## config.mk

```make
export PLATFORM = sky130hd
export DESIGN_NAME = multicycle_ctrl
export DESIGN_NICKNAME = d
export VERILOG_FILES = /design/src/rtl/multicycle_ctrl.sv
export SDC_FILE = /design/constraint.sdc
export NUM_CORES = 1
export LEC_CHECK = 0
export ABC_AREA = 0
export BUFFER_PORTS_ARGS = -buffer_cell sky130_fd_sc_hd__buf_2
export CORE_ASPECT_RATIO = 1.75
export CORE_MARGIN = 5
export CORE_UTILIZATION = 30
export CTS_CLUSTER_DIAMETER = 60
export DETAILED_ROUTE_END_ITERATION = 10
export PLACE_DENSITY = 0.58
export SLEW_MARGIN = 20
export SYNTH_ARGS = -nofsm -noshare
export SYNTH_HDL_FRONTEND = slang
export SYNTH_SLANG_ARGS = --single-unit
```

## constraint.sdc

```tcl
create_clock -name clk -period 3.59 [get_ports clk]
set_input_delay 0.718 -clock clk [delete_from_list [all_inputs] [get_ports clk]]
set_output_delay 0.718 -clock clk [all_outputs]
set_load 0.005 [all_outputs]
```

## src/rtl/multicycle_ctrl.sv

```systemverilog
// rtl/multicycle_ctrl.sv - multicycle CPU control FSM with memory wait timeout and retire counter
module multicycle_ctrl #(
  parameter int TIMEOUT = 16
) (
  input  logic        clk,
  input  logic        reset,
  input  logic [6:0]  opcode_i,
  input  logic        br_taken_i,
  input  logic        imem_rsp_valid_i,
  input  logic        dmem_rsp_valid_i,
  output logic        imem_req_o,
  output logic        insn_we_o,
  output logic        dmem_req_o,
  output logic        dmem_we_o,
  output logic        rf_we_o,
  output logic        pc_we_o,
  output logic        pc_sel_o,
  output logic [2:0]  state_o,
  output logic        halted_o,
  output logic        fault_o,
  output logic [31:0] instret_o
);

  typedef enum logic [2:0] {
    S_FETCH   = 3'd0,
    S_DECODE  = 3'd1,
    S_EXECUTE = 3'd2,
    S_MEM     = 3'd3,
    S_WB      = 3'd4,
    S_HALT    = 3'd5
  } state_t;

  localparam logic [6:0] OP_IMM    = 7'b0010011;
  localparam logic [6:0] OP_REG    = 7'b0110011;
  localparam logic [6:0] OP_LUI    = 7'b0110111;
  localparam logic [6:0] OP_AUIPC  = 7'b0010111;
  localparam logic [6:0] OP_JAL    = 7'b1101111;
  localparam logic [6:0] OP_JALR   = 7'b1100111;
  localparam logic [6:0] OP_BRANCH = 7'b1100011;
  localparam logic [6:0] OP_LOAD   = 7'b0000011;
  localparam logic [6:0] OP_STORE  = 7'b0100011;
  localparam logic [6:0] OP_SYSTEM = 7'b1110011;

  // Counter holds 0..TIMEOUT-1; the cycle it would reach TIMEOUT is the timeout cycle.
  localparam int            CW        = (TIMEOUT < 2) ? 1 : $clog2(TIMEOUT);
  localparam logic [CW-1:0] WAIT_LAST = CW'(TIMEOUT - 1);

  state_t        state;
  logic [6:0]    op_class;
  logic [CW-1:0] wait_cnt;
  logic          fault_q;
  logic [31:0]   instret_cnt;
  logic          wait_hit;
  logic          op_legal;

  assign wait_hit = (wait_cnt == WAIT_LAST);

  // Opcode whitelist checked while the instruction register is being decoded
  always_comb begin
    op_legal = 1'b0;
    case (opcode_i)
      OP_IMM, OP_REG, OP_LUI, OP_AUIPC, OP_JAL, OP_JALR,
      OP_BRANCH, OP_LOAD, OP_STORE, OP_SYSTEM: op_legal = 1'b1;
      default: op_legal = 1'b0;
    endcase
  end

  // Per-state control outputs; reset suppresses every request and write pulse
  always_comb begin
    imem_req_o = 1'b0;
    insn_we_o  = 1'b0;
    dmem_req_o = 1'b0;
    dmem_we_o  = 1'b0;
    rf_we_o    = 1'b0;
    pc_we_o    = 1'b0;
    pc_sel_o   = 1'b0;
    if (!reset) begin
      case (state)
        S_FETCH: begin
          imem_req_o = 1'b1;
          insn_we_o  = imem_rsp_valid_i;
        end
        S_EXECUTE: begin
          if (op_class == OP_BRANCH) begin
            pc_we_o  = 1'b1;
            pc_sel_o = br_taken_i;
          end
        end
        S_MEM: begin
          dmem_req_o = 1'b1;
          dmem_we_o  = (op_class == OP_STORE);
          pc_we_o    = dmem_rsp_valid_i && (op_class == OP_STORE);
        end
        S_WB: begin
          rf_we_o  = 1'b1;
          pc_we_o  = 1'b1;
          pc_sel_o = (op_class == OP_JAL) || (op_class == OP_JALR);
        end
        default: ;
      endcase
    end
  end

  assign state_o   = state;
  assign halted_o  = (state_o >= 3'd5);
  assign fault_o   = fault_q || (state_o > 3'd5);
  assign instret_o = instret_cnt;

  // State sequencing, wait timeout, halt cause and retire counting
  always_ff @(posedge clk) begin
    if (reset) begin
      state       <= S_FETCH;
      op_class    <= 7'd0;
      wait_cnt    <= '0;
      fault_q     <= 1'b0;
      instret_cnt <= 32'd0;
    end else begin
      instret_cnt <= instret_cnt + 32'(pc_we_o);
      case (state)
        S_FETCH: begin
          if (imem_rsp_valid_i) begin
            wait_cnt <= '0;
            state    <= S_DECODE;
          end else if (wait_hit) begin
            wait_cnt <= '0;
            fault_q  <= 1'b1;
            state    <= S_HALT;
          end else begin
            wait_cnt <= wait_cnt + CW'(1);
          end
        end
        S_DECODE: begin
          op_class <= opcode_i;
          if (!op_legal) begin
            fault_q <= 1'b1;
            state   <= S_HALT;
          end else if (opcode_i == OP_SYSTEM) begin
            state <= S_HALT;
          end else begin
            state <= S_EXECUTE;
          end
        end
        S_EXECUTE: begin
          if (op_class == OP_LOAD || op_class == OP_STORE) state <= S_MEM;
          else if (op_class == OP_BRANCH)                  state <= S_FETCH;
          else                                             state <= S_WB;
        end
        S_MEM: begin
          if (dmem_rsp_valid_i) begin
            wait_cnt <= '0;
            state    <= (op_class == OP_LOAD) ? S_WB : S_FETCH;
          end else if (wait_hit) begin
            wait_cnt <= '0;
            fault_q  <= 1'b1;
            state    <= S_HALT;
          end else begin
            wait_cnt <= wait_cnt + CW'(1);
          end
        end
        S_WB:    state <= S_FETCH;
        default: state <= state;
      endcase
    end
  end

endmodule
```

# Word-level counts from Yosys, hierarchy flattened
# Cells that the tools add are included.
# classes
eq_ne,23
mul,0
n_div,0
magnitude_cmp,2
muxes,35
n_bitwise,0
reduce_logical,10
add_sub_neg,2
shifts,0
# ops
operator,count
"7-bit == test, second input constant",7
32-bit by 1-bit adder with 32-bit output,1
"7-bit by 6-bit == test with 1-bit output, second input constant",4
3-bit two-way mux,8
1-bit two-way mux,19
3-bit one-hot mux with 5 select lines,1
"7-bit by 2-bit == test with 1-bit output, second input constant",2
"7-bit by 5-bit == test with 1-bit output, second input constant",2
4-bit two-way mux,3
10-bit OR reduction,1
4-bit one-hot mux with 2 select lines,1
"3-bit by 2-bit == test with 1-bit output, second input constant",2
"2-bit != test, second input constant",3
1-bit one-hot mux with 3 select lines,2
5-bit nonzero test,1
"4-bit by 1-bit adder with 4-bit output, second input constant",1
"4-bit == test, second input constant",1
4-bit AND reduction,1
"3-bit by 1-bit == test with 1-bit output, second input constant",1
"3-bit == test, second input constant",1
"3-bit greater-or-equal comparator, second input constant",1
"3-bit > comparator, second input constant",1
3-bit zero test,1
1-bit logical OR,3
4 further kinds,4
# totals
ram_bits,0
latchBits,0
inputBits,12
memories,0
output_inout_bits,44
reg_bits,47
elab_cells,77
rom_bits,0

# Longest topological paths before layout
# depth
ltp_word,5
mapped_depth,13
mapped_depth_nobuf,12

# Worst setup path after synthesis
# OpenSTA, ideal clock, no wires.
# synth_timing
path_type,register -> register
start,"register state[2], in the netlist state_o[2]"
end,"register instret_cnt[26], in the netlist instret_o[26]"
required_ns,3.462
setup_ns,0.128
setup_slack_ns,0.782
n_path_buf,1
t_arrival_ns,2.680
synth_period_minus_slack_ns,2.808
stages_incl_launch_ff,14
cell_sequence,dfxtp_1 -> clkbuf_1 -> nor2b_1 -> nand2_1 -> nor4_1 -> a2bb2oi_1 -> nor2_1 -> ha_1 -> ha_1 -> nand3_1 -> nor4_4 -> nand4_1 -> xor2_1 -> nor2_1
# synth_between
elab_chain_len,4
word_cells_on_any_way,6
classes_between,1 x add/sub; 3 x eq/ne; 2 x mux
# synth_lines
item,line_no,source
"start, declared",48,state_t state;
"start signal, assigned",151,state <= (op_class == OP_LOAD) ? S_WB : S_FETCH;
"start signal, assigned",161,default: state <= state;
3-bit == test or 3-bit by 2-bit == test with 1-bit output (tied branches),78,case (state)
1-bit one-hot mux with 3 select lines *,78,
1-bit two-way mux *,77,if (!reset) begin
named net pc_we_o,16,"output logic pc_we_o,"
32-bit by 1-bit adder with 32-bit output *,118,instret_cnt <= instret_cnt + 32'(pc_we_o);
"end signal, assigned",118,
"end, declared",52,logic [31:0] instret_cnt;
# The timed path passes the listed nets; every way through them passes the cells marked *.
# A chain may end at the register's enable or synchronous reset.

# Worst setup path in the final report
# layout_timing
start,register op_class[4]
end,"register instret_cnt[24], in the netlist instret_o[24]"
# layout_between
elab_chain_len,5
word_cells_on_any_way,7
classes_between,1 x add/sub; 2 x eq/ne; 3 x mux; 1 x reduce/logical
# layout_lines
item,line_no,source
"start, declared",49,logic [6:0] op_class;
"start signal, assigned",133,op_class <= opcode_i;
7-bit == test or 7-bit by 6-bit == test with 1-bit output (tied branches),"84, 92",
1-bit two-way mux or 1-bit logical AND (tied branches),"84, 92",
1-bit one-hot mux with 3 select lines *,78,
1-bit two-way mux *,77,
32-bit by 1-bit adder with 32-bit output *,118,
# Mark *: on every way between the ends. The rest lies on a longest branch, timed or not.

==> results_tabular.tex <==
\begin{tabular}{lr}
\hline
Metric & Value \\
\hline
\multicolumn{2}{l}{\textbf{STA}} \\
\quad Worst setup slack after layout & 0.5796 ns \\
\quad Slew Limit Headroom & 0.6088 \\
\quad Final critical-path required period & $\sim$3.0 ns \\
\quad Transition time of the tightest slew-check pin & 0.5807 ns \\
\quad Final Setup Violations & 0 \\
\quad Largest clock skew in the final design & 0.006334 ns \\
\quad RSZ-0062 raised after global routing & false \\
\quad Part of the cycle the worst path needs & 0.8386 \\
\quad Max Clk Rate & 332.2 MHz \\
\quad Final-report max-slew violation count & 0 \\
\quad Final hold vios & 0 \\
\quad Summed negative setup slack over all endpoints & 0 ns \\
\multicolumn{2}{l}{\textbf{Yosys}} \\
\quad Seq cells post-synth & 47 \\
\quad Leading cell types by total area after synthesis & dfxtp\_1 (40\%), xor2\_1 (8.9\%), nor2\_1 (8.6\%), mux2i\_1 (3.8\%), nand4\_1 (3.2\%) \\
\quad Post-synthesis instance area & 2359 sq um \\
\quad Most common flop cell mapped by yosys & dfxtp\_1 \\
\quad Post-Synthesis Mean Instance Area & 8.545 sq um \\
\quad Number of instances in the synthesized netlist & 276 \\
\quad Cell types with the highest counts after synthesis & nor2\_1 (54), dfxtp\_1 (47), xor2\_1 (24) \\
\quad Synthesized netlist net count & between 200 and 300 \\
\quad Yosys warning count & 0 \\
\quad Number of enable flip-flop cells after synthesis & 0 \\
\quad Synth async-reset ratio & 0 \\
\quad Sequential cell area fraction in the yosys report & 0.3989 \\
\quad Count leader, synth & nor2\_1 \\
\quad Library cell with the largest summed area after synthesis & dfxtp\_1 \\
\quad Distinct cells, synth & 48 \\
\quad Share of the synthesized area in the top cell type & 0.3989 \\
\multicolumn{2}{l}{\textbf{Setup path}} \\
\quad Cells traversed along the worst timing path & and3b\_1, nand2\_1, nor4\_1, a2bb2oi\_1, nor2\_1, ha\_1, ha\_1, nand3\_1, nor4\_4, nand4\_1, xor2\_1, nor2\_1 \\
\quad Required time worst endpoint & 3.74 ns \\
\quad Startpoint type of the worst setup path & flip-flop \\
\quad Delay contributed by the slowest stage of the critical path & between 0.5 and 0.6 ns \\
\quad Family with the most delay on the worst path & simple AND/OR/NAND/NOR gates \\
\quad Crit Path Class & flip-flop to flip-flop \\
\quad Worst-path fanout max & 9 \\
\quad WP data arrival & 3.16 ns \\
\quad Crit-path slowest cell & nor4\_4 \\
\quad Worst path bufs/invs & 0 \\
\quad CP Capture Type & flip-flop \\
\multicolumn{2}{l}{\textbf{Clocking}} \\
\quad Count of cells resized by post-cts repair & 0 \\
\quad CTS Root Buffer Type & clkbuf\_16 \\
\quad Quantity of hold-fixing buffers added after cts & 0 \\
\quad Max Buffers Root-to-Sink & 2 \\
\quad TritonCTS Buffers & 5 \\
\quad Clk sinks & 47 \\
\quad H-tree levels & 2 \\
\quad Clock latency on the worst-skew pair & 0.28 ns \\
\quad Buffers inserted during post-CTS setup optimization & 0 \\
\quad Clk slew on worst S/H paths & 0.06 ns \\
\quad TritonCTS clock tree & done \\
\multicolumn{2}{l}{\textbf{Die}} \\
\quad Full die area & just under 10000 sq um \\
\quad Die Height & 127.3 microns \\
\quad Width of the chip & 77.03 microns \\
\quad Starting density of the core & 0.3095 \\
\quad Ports placed on the boundary & 56 \\
\quad Placement row count & 42 \\
\quad CORE AREA & 7620 sq um \\
\multicolumn{2}{l}{\textbf{Detailed routing}} \\
\quad Detailed Routing Iterations Pass 1 & 4 \\
\quad Final ANT Viol Nets & 0 \\
\quad Final Routed Wirelength & approximately 5.8 mm \\
\quad Drc violations & 0 \\
\quad First-iteration detailed-routing DRC count & between 100 and 150 \\
\quad Drt wl/cell & around 14 microns \\
\quad Routed via count & $\sim$2200 \\
\quad Vias per Instance & 5.124 \\
\multicolumn{2}{l}{\textbf{Outcome}} \\
\quad Result of the run & finished clean \\
\multicolumn{2}{l}{\textbf{Global routing}} \\
\quad Antenna violations before repair & 0 \\
\quad Pin count of the biggest net entering global routing & 54 \\
\quad Global-route wire length before repair & 9.756 mm \\
\quad Residual overflow from global routing & 0 \\
\quad Via count of the first global-routing pass & 2041 \\
\quad Combined global-route utilization of all metal layers & 0.1202 \\
\multicolumn{2}{l}{\textbf{Power}} \\
\quad Fraction of power consumed by sequential logic & 0.483 \\
\quad Cell Int Power & 0.8586 mW \\
\quad Part of the power in the clock network & 0.419 \\
\quad Psw & 0.2756 mW \\
\quad Total power per unit cell area & 393.6 nW/um\^{}2 \\
\quad Fraction of power consumed by combinational cells & 0.098 \\
\quad Peak supply drop & 0.1769 mV \\
\quad Total leakage power & 1.270 nW \\
\quad Net switching fraction of the power & 0.2430 \\
\quad Post-route total power & 1.134 mW \\
\multicolumn{2}{l}{\textbf{Placed design}} \\
\quad Post-DP HPWL & approximately 4.3 mm \\
\quad Pre-CTS WS & between 0.5 and 0.6 ns \\
\quad \# port buffers & 55 \\
\quad GP Congestion & between 0.8 and 0.9 \\
\quad Number of cells in the design after placement & 413 \\
\quad Area of placed instances & 2726 sq um \\
\multicolumn{2}{l}{\textbf{Final layout}} \\
\quad Net count of the finished layout & 347 \\
\quad Layout cell share with drive strength beyond 1 & 0.2342 \\
\quad Final standard cell count with taps included and fillers excluded & around 420 \\
\quad Area grow syn2layout & 22.17\% \\
\quad Non-Filler Cell Area, Final & 2882 sq um \\
\quad Diode count & 0 \\
\multicolumn{2}{l}{\textbf{Hold path}} \\
\quad Type of the worst min-delay path & flip-flop to flip-flop \\
\multicolumn{2}{l}{\textbf{Job}} \\
\quad Count of maximum capacitance violations & 0 \\
\hline
\end{tabular}
[cells in the final DEF, fill, tap and decap left out, types with 6 or more instances in the layout]
cell type,n
nand4_1,12
nor3_1,6
nand3_1,11
a21oi_1,8
nand2_1,17
xor2_1,24
dfxtp_1,47
nor2_1,54
mux2i_1,9
nor2b_1,6
o21ai_0,9
buf_2,55
[tightest hold or removal path, stage by stage (launching register included)]
cell and delay, ns:
dfxtp_1 0.32, mux2i_1 0.06, nor2_1 0.07
[final timing paths]
| kind | start | end | slack, ns | cells after the start |
|---|---|---|---|---|
| worst max-delay path | op_class[4] | instret_o[24] | 0.58 | 12 |
| worst max register to register | op_class[4] | instret_o[24] | 0.58 | 12 |
| worst min register to register | op_class[0] | op_class[0] | 0.49 | 2 |
| worst min-delay path | op_class[0] | op_class[0] | 0.49 | 2 |
[cell families after synthesis]
family,Yosys count,synth area share
xor gates and xnor gates,27,0.1003
muxes,9,0.03820
buffers and inverters,15,0.02812
adders and majority gates,3,0.01592
and+or+nand+nor,142,0.3305
AOI/OAI and AO/OA,33,0.08807
DFF,47,0.3989
[layout make-up]
class	instances	area, sq um
fill	771	4738
sequential	47	940.9
tap	88	110.1
clock buffer	6	138.9
inverter	5	18.77
clock inverter	2	16.27
timing repair buffer	59	305.3
multi-input combinational	214	1351
[per-stage QoR]
stage / util / hold WS, ns
after floorplan: - / 0.4386
after global placement: 0.3578 / 0.4743
after detailed placement: 0.3578 / 0.4834
after CTS: 0.3782 / 0.4986
after global routing: 0.3782 / 0.5222
final: 0.3782 / 0.4871
[power by group through the flow]
stage | combinational [mW] | clock, mW | sequential (mW)
final | 0.111 | 0.476 | 0.548
after global routing | 0.125 | 0.513 | 0.549
after CTS | 0.112 | 0.496 | 0.547
after detailed placement | 0.112 | 0 | 0.559
after floorplan | 0.0760 | 0 | 0.556
after global placement | 0.111 | 0 | 0.559
[flip-flops by register name, indices dropped and copies added, names as in the netlist]
register	count
fault_q	1
instret_o	32
op_class	7
state_o	3
wait_cnt	4
[metal layers]
layer  track usage  wire length [microns]  vias up
li1              -                      -     1082
met1        0.1369                   2298     1018
met2        0.2068                   2992       46
met3       0.02887                    315       11
met4       0.06073                    163        0
met5             0                      0        -
(Power assumes the default switching activity.)
